File: src/rtl/axi_resp_pkg.sv
// Shared types and default widths for the AXI memory read responder and its request queue.
package axi_resp_pkg;

  localparam int unsigned REQ_ADDR_BITS            = 64;
  localparam int unsigned REQ_BURST_LEN_WIDTH      = 8;
  localparam int unsigned REQ_TID_WIDTH            = 8;
  localparam int unsigned REQ_LOG_BLOCK_DATA_BYTES = 0;

  function automatic int unsigned data_width(input int unsigned log_block_data_bytes);
    return (32'd1 << log_block_data_bytes) * 32'd8;
  endfunction

  localparam int unsigned REQ_DATA_WIDTH = data_width(REQ_LOG_BLOCK_DATA_BYTES);

  typedef enum logic [1:0] {
    IDLE  = 2'd0,
    WAIT  = 2'd1,
    BURST = 2'd2
  } state_e;

  typedef struct packed {
    logic [REQ_ADDR_BITS-1:0]       addr;
    logic [REQ_BURST_LEN_WIDTH-1:0] len;
    logic [REQ_TID_WIDTH-1:0]       id;
  } req_t;

endpackage

File: src/rtl/req_fifo.sv
// Synchronous FIFO of request entries with full/empty/occupancy status.
module req_fifo
  import axi_resp_pkg::*;
#(
  parameter type         entry_t   = req_t,
  parameter int unsigned LOG_DEPTH = 3
) (
  input  logic               clk,
  input  logic               resetN,
  input  logic               push,
  input  entry_t             push_data,
  input  logic               pop,
  output entry_t             pop_data,
  output logic               full,
  output logic               empty,
  output logic [LOG_DEPTH:0] count
);

  localparam int unsigned          DEPTH    = 32'd1 << LOG_DEPTH;
  localparam logic [LOG_DEPTH-1:0] PTR_ONE  = LOG_DEPTH'(1);
  localparam logic [LOG_DEPTH:0]   CNT_ONE  = (LOG_DEPTH + 1)'(1);
  localparam logic [LOG_DEPTH:0]   CNT_FULL = (LOG_DEPTH + 1)'(DEPTH);

  entry_t               mem [DEPTH];
  logic [LOG_DEPTH-1:0] wr_ptr_q, rd_ptr_q;
  logic [LOG_DEPTH:0]   count_q;
  logic                 push_ok, pop_ok;

  assign full     = (count_q == CNT_FULL);
  assign empty    = (count_q == '0);
  assign count    = count_q;
  assign pop_data = mem[rd_ptr_q];
  assign push_ok  = push & ~full;
  assign pop_ok   = pop & ~empty;

  // Storage needs no reset; only pointers and occupancy define validity.
  always_ff @(posedge clk) begin
    if (push_ok) mem[wr_ptr_q] <= push_data;
  end

  always_ff @(posedge clk or negedge resetN) begin
    if (!resetN) begin
      wr_ptr_q <= '0;
      rd_ptr_q <= '0;
      count_q  <= '0;
    end else begin
      if (push_ok) wr_ptr_q <= wr_ptr_q + PTR_ONE;
      if (pop_ok)  rd_ptr_q <= rd_ptr_q + PTR_ONE;
      unique case ({push_ok, pop_ok})
        2'b10:   count_q <= count_q + CNT_ONE;
        2'b01:   count_q <= count_q - CNT_ONE;
        default: count_q <= count_q;
      endcase
    end
  end

endmodule

File: src/rtl/axi_mem_read_responder.sv
// Memory-side AXI read responder: queues AR requests in order, waits a programmable
// latency, then returns len+1 R beats whose data is the low bits of the beat address.
module axi_mem_read_responder
  import axi_resp_pkg::*;
#(
  parameter int unsigned ADDR_BITS            = REQ_ADDR_BITS,
  parameter int unsigned BURST_LEN_WIDTH      = REQ_BURST_LEN_WIDTH,
  parameter int unsigned TID_WIDTH            = REQ_TID_WIDTH,
  parameter int unsigned LOG_BLOCK_DATA_BYTES = REQ_LOG_BLOCK_DATA_BYTES,
  parameter int unsigned LOG_QUEUE_SIZE       = 3,
  parameter int unsigned LATENCY_WIDTH        = 8
) (
  input  logic                                         clk,
  input  logic                                         resetN,
  input  logic                                         en,
  input  logic [LATENCY_WIDTH-1:0]                     cfg_latency,
  input  logic                                         ar_valid,
  output logic                                         ar_ready,
  input  logic [ADDR_BITS-1:0]                         ar_addr,
  input  logic [BURST_LEN_WIDTH-1:0]                   ar_len,
  input  logic [TID_WIDTH-1:0]                         ar_id,
  output logic                                         r_valid,
  input  logic                                         r_ready,
  output logic                                         r_last,
  output logic [data_width(LOG_BLOCK_DATA_BYTES)-1:0]  r_data,
  output logic [TID_WIDTH-1:0]                         r_id,
  output logic [LOG_QUEUE_SIZE:0]                      outstanding
);

  localparam int unsigned                DATA_WIDTH  = data_width(LOG_BLOCK_DATA_BYTES);
  localparam int unsigned                OCC_WIDTH   = LOG_QUEUE_SIZE + 1;
  localparam logic [LATENCY_WIDTH-1:0]   LAT_ONE     = LATENCY_WIDTH'(1);
  localparam logic [BURST_LEN_WIDTH-1:0] BEAT_ONE    = BURST_LEN_WIDTH'(1);
  localparam logic [ADDR_BITS-1:0]       BEAT_STRIDE = ADDR_BITS'(1) << LOG_BLOCK_DATA_BYTES;

  state_e                     state_q, state_d;
  logic                       live_q;
  logic [LATENCY_WIDTH-1:0]   cnt_q;
  logic [BURST_LEN_WIDTH-1:0] beat_q, len_q;
  logic [TID_WIDTH-1:0]       id_q;
  logic [ADDR_BITS-1:0]       beat_addr_q;
  logic                       last_q;
  logic [OCC_WIDTH-1:0]       outstanding_q, occ_d, fifo_count;
  logic                       push, load, advance;
  logic                       fifo_full, fifo_empty;
  req_t                       push_req, head_req;

  // live_q keeps ar_ready low while reset is asserted and for the first edge after release.
  assign ar_ready = en & live_q & ~fifo_full;
  assign push     = ar_valid & ar_ready;
  assign push_req = '{addr: ar_addr, len: ar_len, id: ar_id};

  req_fifo #(
    .entry_t   (req_t),
    .LOG_DEPTH (LOG_QUEUE_SIZE)
  ) u_req_fifo (
    .clk       (clk),
    .resetN    (resetN),
    .push      (push),
    .push_data (push_req),
    .pop       (load),
    .pop_data  (head_req),
    .full      (fifo_full),
    .empty     (fifo_empty),
    .count     (fifo_count)
  );

  always_ff @(posedge clk or negedge resetN) begin
    if (!resetN) state_q <= IDLE;
    else         state_q <= state_d;
  end

  always_comb begin
    state_d = state_q;
    unique case (state_q)
      IDLE:  if (load) state_d = (cfg_latency == '0) ? BURST : WAIT;
      WAIT:  if (en && cnt_q == LAT_ONE) state_d = BURST;
      BURST: begin
        if (r_ready && last_q) begin
          if (load) state_d = (cfg_latency == '0) ? BURST : WAIT;
          else      state_d = IDLE;
        end
      end
      default: state_d = IDLE;
    endcase
  end

  // Engine load pops the queue head; advance steps to the next beat of the current burst.
  always_comb begin
    load    = 1'b0;
    advance = 1'b0;
    unique case (state_q)
      IDLE:  load = en & ~fifo_empty;
      BURST: begin
        load    = r_ready & last_q & en & ~fifo_empty;
        advance = r_ready & ~last_q;
      end
      default: ;
    endcase
  end

  assign occ_d = fifo_count + OCC_WIDTH'(push) - OCC_WIDTH'(load);

  always_ff @(posedge clk or negedge resetN) begin
    if (!resetN) begin
      live_q        <= 1'b0;
      cnt_q         <= '0;
      beat_q        <= '0;
      len_q         <= '0;
      id_q          <= '0;
      beat_addr_q   <= '0;
      last_q        <= 1'b0;
      outstanding_q <= '0;
    end else begin
      live_q <= 1'b1;
      if (load) begin
        cnt_q       <= cfg_latency;
        beat_q      <= '0;
        len_q       <= head_req.len;
        id_q        <= head_req.id;
        beat_addr_q <= head_req.addr;
        last_q      <= (head_req.len == '0);
      end else if (advance) begin
        beat_q      <= beat_q + BEAT_ONE;
        beat_addr_q <= beat_addr_q + BEAT_STRIDE;
        last_q      <= ((beat_q + BEAT_ONE) == len_q);
      end else if (state_q == WAIT && en) begin
        cnt_q <= cnt_q - LAT_ONE;
      end
      outstanding_q <= occ_d + OCC_WIDTH'(state_d != IDLE);
    end
  end

  assign r_valid     = (state_q == BURST);
  assign r_last      = r_valid & last_q;
  assign r_data      = beat_addr_q[DATA_WIDTH-1:0];
  assign r_id        = id_q;
  assign outstanding = outstanding_q;

endmodule
File: config.mk
export PLATFORM = sky130hd
export DESIGN_NAME = axi_mem_read_responder
export DESIGN_NICKNAME = d
export VERILOG_FILES = /design/src/rtl/axi_resp_pkg.sv /design/src/rtl/req_fifo.sv /design/src/rtl/axi_mem_read_responder.sv
export SDC_FILE = /design/constraint.sdc
export NUM_CORES = 1
export LEC_CHECK = 0
export ABC_AREA = 1
export CAP_MARGIN = 0
export CORE_MARGIN = 4
export CORE_UTILIZATION = 55
export CTS_BUF_LIST = sky130_fd_sc_hd__clkbuf_4
export CTS_CLUSTER_DIAMETER = 80
export CTS_CLUSTER_SIZE = 14
export DETAILED_ROUTE_END_ITERATION = 10
export GPL_TIMING_DRIVEN = 0
export PLACE_DENSITY = 0.78
export SLEW_MARGIN = 0
export SYNTH_ARGS = -nofsm -noshare
export SYNTH_HDL_FRONTEND = slang
export SYNTH_SLANG_ARGS = --single-unit
File: constraint.sdc
create_clock -name clk -period 4.65 [get_ports clk]
set_input_delay 0.465 -clock clk [delete_from_list [all_inputs] [get_ports clk]]
set_output_delay 0.465 -clock clk [all_outputs]
set_load 0.02 [all_outputs]
==> reports/summary.md, run 1 <==
- complete, no violations — status
- flip-flop — kind of end point of the critical path
- 43 — number of unique standard cell types used by synthesis
- 18.9 µm — routed wire length per instance
- 0 — detailed-route DRC error count
- 10 — largest fanout on the critical path
- sky130_fd_sc_hd__clkbuf_1 — critical-path cell with the highest stage delay
- primary input to flip-flop — class of the most critical hold timing path
- 11800 µm² — placed cell areas
- sky130_fd_sc_hd__inv_1 — most common cell type on the critical path
- 937 — Synth Instances
- 0.620 — part of the cycle the worst path needs
- 59 — IO buf count
- 12000 µm² — cell area after layout
- 7 — iteration count of the initial detailed-routing pass
- 148 µm — Die Ht
- 0 — Maximum Capacitance Violations
- 15500 µm — sum of net half-perimeters after detailed placement
- 1 — antenna violations before repair
- 21 — TritonCTS Buffers
- 4.49 nW — Static Leak
- 0 — Final Max Tran Viols
- 5.69 — post-DR vias/cell
- 0.104 — share of layout cells above drive strength 1
- 19000 µm² — core box area
- 2880 ps — Period minus WS final
- 38100 µm — wire length of the first global-routing pass
- adder cells — family of cells with the greatest summed delay on the critical path
- 50 — Std-Cell Rows
- 480 ps — largest stage delay on the critical path
- 0.223 — all-layer global routing usage
- inv_1, ha_1, nand3_1, nand3_4, clkbuf_1, inv_1, ha_1, fa_1, inv_1, fa_1 — cells traversed along the worst timing path
- 958 ps — transition time at the pin with the least slew margin
- 0 ps — TNS Setup
- outstanding[1] — FF-to-FF End
- 150 ps — post-CTS clock slew at the launch and capture registers of the worst setup and hold paths
- 11.8% — Area Growth Syn to Fin
- 697 — detailed router's first-iteration violation count
- 0 — post-route antenna net violation count
- 36 — pin count of the biggest net entering global routing
- 3 — Worst Hold Path Cells
- 0.269 mV — peak ir drop on the vdd network
- u_req_fifo.count[2] — Critical R2R Launch
- false — RSZ-0062 raised after global routing
- 21900 µm² — die footprint
- 10 — WP depth
- sky130_fd_sc_hd__clkbuf_4 — Root Driver
- 7374 — detailed-route via count
- 250 — post-synthesis register bit count
- done — CTS tree
- 250 — clk sinks
- 0.232 — Post-synth ARST share
- 11.5 µm² — Post-Syn Area per Cell
- 4 — buffers and inverters on the worst path
- flip-flop — CP startpoint kind
- 148 µm — die span in x
- 1131 — # nets final
- cnt_q[4] — hold endpoint
- 10 — cell depth of the worst flop-to-flop path
- sky130_fd_sc_hd__edfxtp_1 — Post-synth top flop
- 5200 ps — CP required
- 547 nW/µm² — pwr/cell area
- 116 — boundary pin count
- 0.568 — starting utilization of the core area
- 7162 — number of global-route vias before repair
- 1770 ps — slack of the worst reg-to-reg path
- 0.347 GHz — fmax
- 0 — Remaining Overflow, GRT
- cfg_latency[4] — min-delay src
- 660 ps — clock latency on the worst-skew pair
- 3430 ps — data arrival time at the worst-slack endpoint
- 1 — H-tree lvl count
- 24500 µm — final wirelength
- 0.844 — gpl congestion
- 1047 — net count after synthesis
- 10800 µm² — summed instance area of the synthesized netlist
- 0 — Setup violations, final
- 0.360 — Rel. slew slack
- 34.6 ps — worst clock skew on the final layout
- 0.671 — proportion of synthesized chip area in sequential cells
- 0 — final hold violation count
- 3 — maximum clock path buffer count
- 0 — yosys warns
- flip-flop to flip-flop — Critical Setup Path Class
- 192 — count of flip-flops with a built-in enable after synthesis
power breakdown:
| group | switching [mW] | internal, mW |
|---|---|---|
| clock network | 0.655 | 0.340 |
| registers | 0.193 | 2.68 |
| logic | 1.72 | 0.990 |
cells in the mapped netlist, drive strengths merged (4+ instances only):
| master | count | area (µm²) |
|---|---|---|
| edfxtp | 192 | 5770 |
| nand2 | 161 | 622 |
| nor2 | 143 | 552 |
| o21ai | 97 | 489 |
| nand3 | 66 | 355 |
| inv | 64 | 248 |
| dfrtp | 58 | 1450 |
| buf | 37 | 270 |
| o221ai | 23 | 201 |
| o211ai | 17 | 128 |
| ha | 14 | 175 |
| o22ai | 12 | 75.1 |
| xor2 | 10 | 87.6 |
| a21oi | 8 | 40.0 |
| clkbuf | 6 | 22.5 |
| a31oi | 5 | 46.3 |
| xnor2 | 4 | 35.0 |
cell usage in the layout (no fill, tap or decap), types with 2 or more instances in the layout:
master                            Yosys  layout
sky130_fd_sc_hd__a21oi_1              8       8
sky130_fd_sc_hd__a31oi_1              4       4
sky130_fd_sc_hd__buf_2               18      19
sky130_fd_sc_hd__buf_4                9       9
sky130_fd_sc_hd__buf_6               10      10
sky130_fd_sc_hd__clkbuf_1             6       6
sky130_fd_sc_hd__clkbuf_4             0      35
sky130_fd_sc_hd__clkdlybuf4s50_1      0      58
sky130_fd_sc_hd__dfrtp_1             58      58
sky130_fd_sc_hd__edfxtp_1           192     192
sky130_fd_sc_hd__fa_1                 3       3
sky130_fd_sc_hd__ha_1                14      14
sky130_fd_sc_hd__inv_1               56      56
sky130_fd_sc_hd__inv_2                6       8
sky130_fd_sc_hd__nand2_1            156     156
sky130_fd_sc_hd__nand2_2              4       4
sky130_fd_sc_hd__nand3_1             64      64
sky130_fd_sc_hd__nand3_4              2       2
sky130_fd_sc_hd__nand3b_1             3       3
sky130_fd_sc_hd__nand4_1              3       3
sky130_fd_sc_hd__nor2_1             139     131
sky130_fd_sc_hd__nor2_2               3       3
sky130_fd_sc_hd__nor2_4               1       9
sky130_fd_sc_hd__o211ai_1            17      17
sky130_fd_sc_hd__o21ai_0             79      79
sky130_fd_sc_hd__o21ai_1             17      17
sky130_fd_sc_hd__o221ai_1            23      23
sky130_fd_sc_hd__o22ai_1             12      12
sky130_fd_sc_hd__or2_1                2       2
sky130_fd_sc_hd__xnor2_1              4       4
sky130_fd_sc_hd__xor2_1              10      10
what timing repair did:
item | 4_1_cts | 5_1_grt
buffers inserted | 0 | 0
hold buffers | 1 | 0
endpoints found under the hold margin | 34 | 0
resized for setup | 0 | 0
routing by layer:
| metal | up-vias | track usage | part of all wire | wire length (µm) |
|---|---|---|---|---|
| li1 | 3438 | - | - | - |
| met1 | 3511 | 0.304 | 0.41 | 10000 |
| met2 | 375 | 0.379 | 0.48 | 11800 |
| met3 | 50 | 0.0270 | 0.088 | 2150 |
| met4 | 0 | 0.0679 | 0.022 | 527 |
| met5 | - | 0 | 0 | 0 |
cells by family after synthesis:
logic type	Yosys count	share of synthesized area
buffers and inverters	108	0.0511
and+or+nand+nor	381	0.149
DFF	250	0.671
AOI/OAI and AO/OA	165	0.0932
adders and majority gates	17	0.0219
xor gates and xnor gates	15	0.0135
other	1	0.000349
registers in the layout, indices dropped and copies added (netlist names):
register             count
u_req_fifo.mem         192
beat_addr_q              8
beat_q                   8
cnt_q                    8
len_q                    8
r_id                     8
outstanding              4
u_req_fifo.count         4
u_req_fifo.rd_ptr_q      3
u_req_fifo.wr_ptr_q      3
state_q                  2
last_q                   1
live_q                   1
worst register-to-register path, delay by kind of cell (launching register included):
kind	cells	cell delay, ps
flip-flops	1	430
AND/OR/NAND/NOR	2	300
adder cells (fa/ha/maj)	4	1260
buffers and inverters	4	800
per-stage QoR:
| step | util | hold WS [ps] | instances | total power [mW] | setup slack [ps] |
|---|---|---|---|---|---|
| floorplan | - | 169 | 937 | 4.67 | 1890 |
| global placement | 0.616 | 462 | 1256 | 5.48 | 410 |
| detailed placement | 0.620 | 465 | 1257 | 5.60 | 1390 |
| CTS | 0.635 | 367 | 1295 | 6.57 | 1720 |
| global route | 0.635 | 370 | 1296 | 7.00 | 1580 |
| finish | 0.635 | 392 | 1296 | 6.58 | 1770 |
how the worst max path moves through the flow:
stage | from | endpoint | slack, ps
after floorplan | u_req_fifo.count[2] | u_req_fifo.mem[0][0] | 1890
after global placement | en | u_req_fifo.mem[0][12] | 410
after detailed placement | en | outstanding[1] | 1390
after CTS | u_req_fifo.count[2] | outstanding[1] | 1720
after global routing | u_req_fifo.count[2] | outstanding[1] | 1580
final | u_req_fifo.count[2] | outstanding[1] | 1770
area by class of cell:
type	count	area, µm²
antenna	1	2.50
buffer	43	293
clock buffer	35	263
clock inverter	2	7.51
fill	1475	6920
inverter	65	256
multi-input combinational	579	3050
sequential	250	7220
tap	260	325
timing repair buffer	61	616
Power figures use the tool's default switching activity.
==> run 2: changes to the inputs <==
Clock period 4.65 ns to 2.7 ns, I/O delays scaled along.
==> reports/summary.md, run 2 (synthesized netlist as in run 1, its figures left out) <==
- 0.115 — share of layout cells above drive strength 1, was 0.104
- 194 ps — worst hold slack, was 392 ps
- 704 — detailed router's first-iteration violation count, was 697
- 0.942 — part of the cycle the worst path needs, was 0.620
- 4.45 mW — net load switching power, was 2.57 mW
- 1 — antenna violations before repair, unchanged
- 3250 ps — CP required, was 5200 ps
- 0.339 — Rel. slew slack, was 0.360
- 0.465 mV — peak ir drop on the vdd network, was 0.269 mV
- 38200 µm — wire length of the first global-routing pass, was 38100 µm
- 11.4 mW — total power draw, was 6.58 mW
- 21900 µm² — die footprint, unchanged
- 192 — Largest register FFs, unchanged
- 1300 — number of cells in the finished layout apart from fillers, was 1296
- 3 — largest fanout on the critical path, was 10
- 0 — Remaining Overflow, GRT, unchanged
- false — RSZ-0062 raised after global routing, unchanged
- 3100 ps — data arrival time at the worst-slack endpoint, was 3430 ps
- 148 µm — die span in x, unchanged
- 0.568 — starting utilization of the core area, unchanged
- 116 — boundary pin count, unchanged
- 0 — Maximum Capacitance Violations, unchanged
- 660 ps — clock latency on the worst-skew pair, about the same
- 15500 µm — sum of net half-perimeters after detailed placement, unchanged
- 59 — IO buf count, unchanged
- 989 ps — transition time at the pin with the least slew margin, was 958 ps
- 6.95 mW — Int Pwr, was 4.01 mW
- flip-flop to flip-flop — Critical Setup Path Class, unchanged
- 0.151 — Clk network pwr share, about the same
- 19000 µm² — core box area, unchanged
- 36 — pin count of the biggest net entering global routing, unchanged
- u_req_fifo.mem — largest register by flop count, unchanged
- 0 — detailed-route DRC error count, unchanged
- 5.69 — post-DR vias/cell, about the same
- done — CTS tree, unchanged
- 943 nW/µm² — pwr/cell area, was 547 nW/µm²
- complete, no violations — status, unchanged
- 0 — final hold violation count, unchanged
- sky130_fd_sc_hd__clkbuf_4 — Root Driver, unchanged
- 1257 — placed cell count, unchanged
- 4.51 nW — Static Leak, was 4.49 nW
- 148 µm — Die Ht, unchanged
- 18.9 µm — routed wire length per instance, about the same
- sky130_fd_sc_hd__edfxtp_1, sky130_fd_sc_hd__nand2_1, sky130_fd_sc_hd__nor2_1, sky130_fd_sc_hd__o21ai_0, sky130_fd_sc_hd__nand3_1 — highest-count cells in the layout ignoring fill and taps, unchanged
- primary input to flip-flop — class of the most critical hold timing path, unchanged
- 0.435 — sequential share of power, was 0.437
- 2540 ps — Period minus WS final, was 2880 ps
- 34.8 ps — worst clock skew on the final layout, was 34.6 ps
- 0.393 GHz — fmax, was 0.347 GHz
- 0 — Setup violations, final, unchanged
- 250 — clk sinks, unchanged
- 0 ps — TNS Setup, unchanged
- 7 — iteration count of the initial detailed-routing pass, unchanged
- 1135 — # nets final, was 1131
- 3 — maximum clock path buffer count, unchanged
- 24600 µm — final wirelength, was 24500 µm
- flip-flop — CP startpoint kind, unchanged
- 12100 µm² — cell area after layout, was 12000 µm²
- 0.414 — combinational cell fraction of total power, was 0.412
- sky130_fd_sc_hd__edfxtp_1 — commonest non-fill, non-tap cell in the layout, unchanged
- 0.390 — Sw Ratio, about the same
- 11800 µm² — placed cell areas, unchanged
- 1 — H-tree lvl count, unchanged
- flip-flop — kind of end point of the critical path, unchanged
- 21 — TritonCTS Buffers, unchanged
- 50 — Std-Cell Rows, unchanged
- 0.223 — all-layer global routing usage, about the same
- 7399 — detailed-route via count, was 7374
- 0 — post-route antenna net violation count, unchanged
- 150 ps — post-CTS clock slew at the launch and capture registers of the worst setup and hold paths, about the same
- 7182 — number of global-route vias before repair, was 7162
- 12.3% — Area Growth Syn to Fin, was 11.8%
- 0 — Final Max Tran Viols, unchanged
- 0.844 — gpl congestion, unchanged
run 2: changes by cell type in the layout (fill, tap and decap cells not counted), sizes merged:
cell and change:
buf +4, clkinv -1, inv +1
run 2: path summary, 6_finish.rpt:
path	from	endpoint	slack, ps	cells after the start
min in group asynchronous	resetN	outstanding[2]	230	2
min	cfg_latency[4]	cnt_q[4]	190	3
max reg2reg	cnt_q[3]	outstanding[1]	160	9
min reg2reg	r_id[3]	r_id[3]	500	2
max in group asynchronous	resetN	len_q[1]	1840	3
max	cnt_q[3]	outstanding[1]	160	9
run 2: area by class of cell:
class	instances	area, µm²
flip-flops and latches	250	7220
fillers	1471	6880
multi-input cells	579	3070
repair buffers	65	646
well taps	260	325
plain buffers	43	294
clock buffers	35	263
inverters	65	259
clock inverters	2	7.51
diodes	1	2.50
run 2: repair_timing:
action / in CTS / in global routing
hold endpoints to repair: 34 / 0
gates resized for setup: 1 / 8
cloned: 0 / 0
setup endpoints to repair: 3 / 89
hold buffers: 1 / 0
buffers inserted: 1 / 3
pin swaps: 2 / 1
run 2: metrics by stage:
| stage | setup WS, ps | util |
|---|---|---|
| final | 156 | 0.637 |
| after global routing | 8.42 | 0.637 |
| after CTS | 26.2 | 0.635 |
| after detailed placement | -360 | 0.620 |
| after global placement | -1350 | 0.616 |
| after floorplan | -59.5 | - |
run 2: routing by layer:
layer / global-route usage / wire [µm] / up-vias
met5: 0 / 0 / -
met4: 0.0697 / 515 / 0
met3: 0.0273 / 2150 / 48
met2: 0.379 / 11800 / 357
met1: 0.304 / 10200 / 3547
li1: - / - / 3447
run 2: critical path, stage by stage (launching register included):
cell and delay [ps]:
sky130_fd_sc_hd__dfrtp_1 450, sky130_fd_sc_hd__or2_1 270, sky130_fd_sc_hd__nor2_1 130, sky130_fd_sc_hd__nand4_1 140
sky130_fd_sc_hd__o211ai_1 250, sky130_fd_sc_hd__nor2_1 90, sky130_fd_sc_hd__ha_1 290, sky130_fd_sc_hd__fa_2 340
sky130_fd_sc_hd__inv_2 70, sky130_fd_sc_hd__fa_1 400
run 2: power groups by stage:
stage | clock (mW) | combinational [mW] | sequential, mW
2_1_floorplan | 0 | 2.90 | 5.14
3_3_place_gp | 0 | 4.41 | 5.03
3_5_place_dp | 0 | 4.61 | 5.04
4_1_cts | 1.73 | 4.63 | 4.95
5_1_grt | 1.89 | 5.21 | 5.02
6_report | 1.72 | 4.71 | 4.96
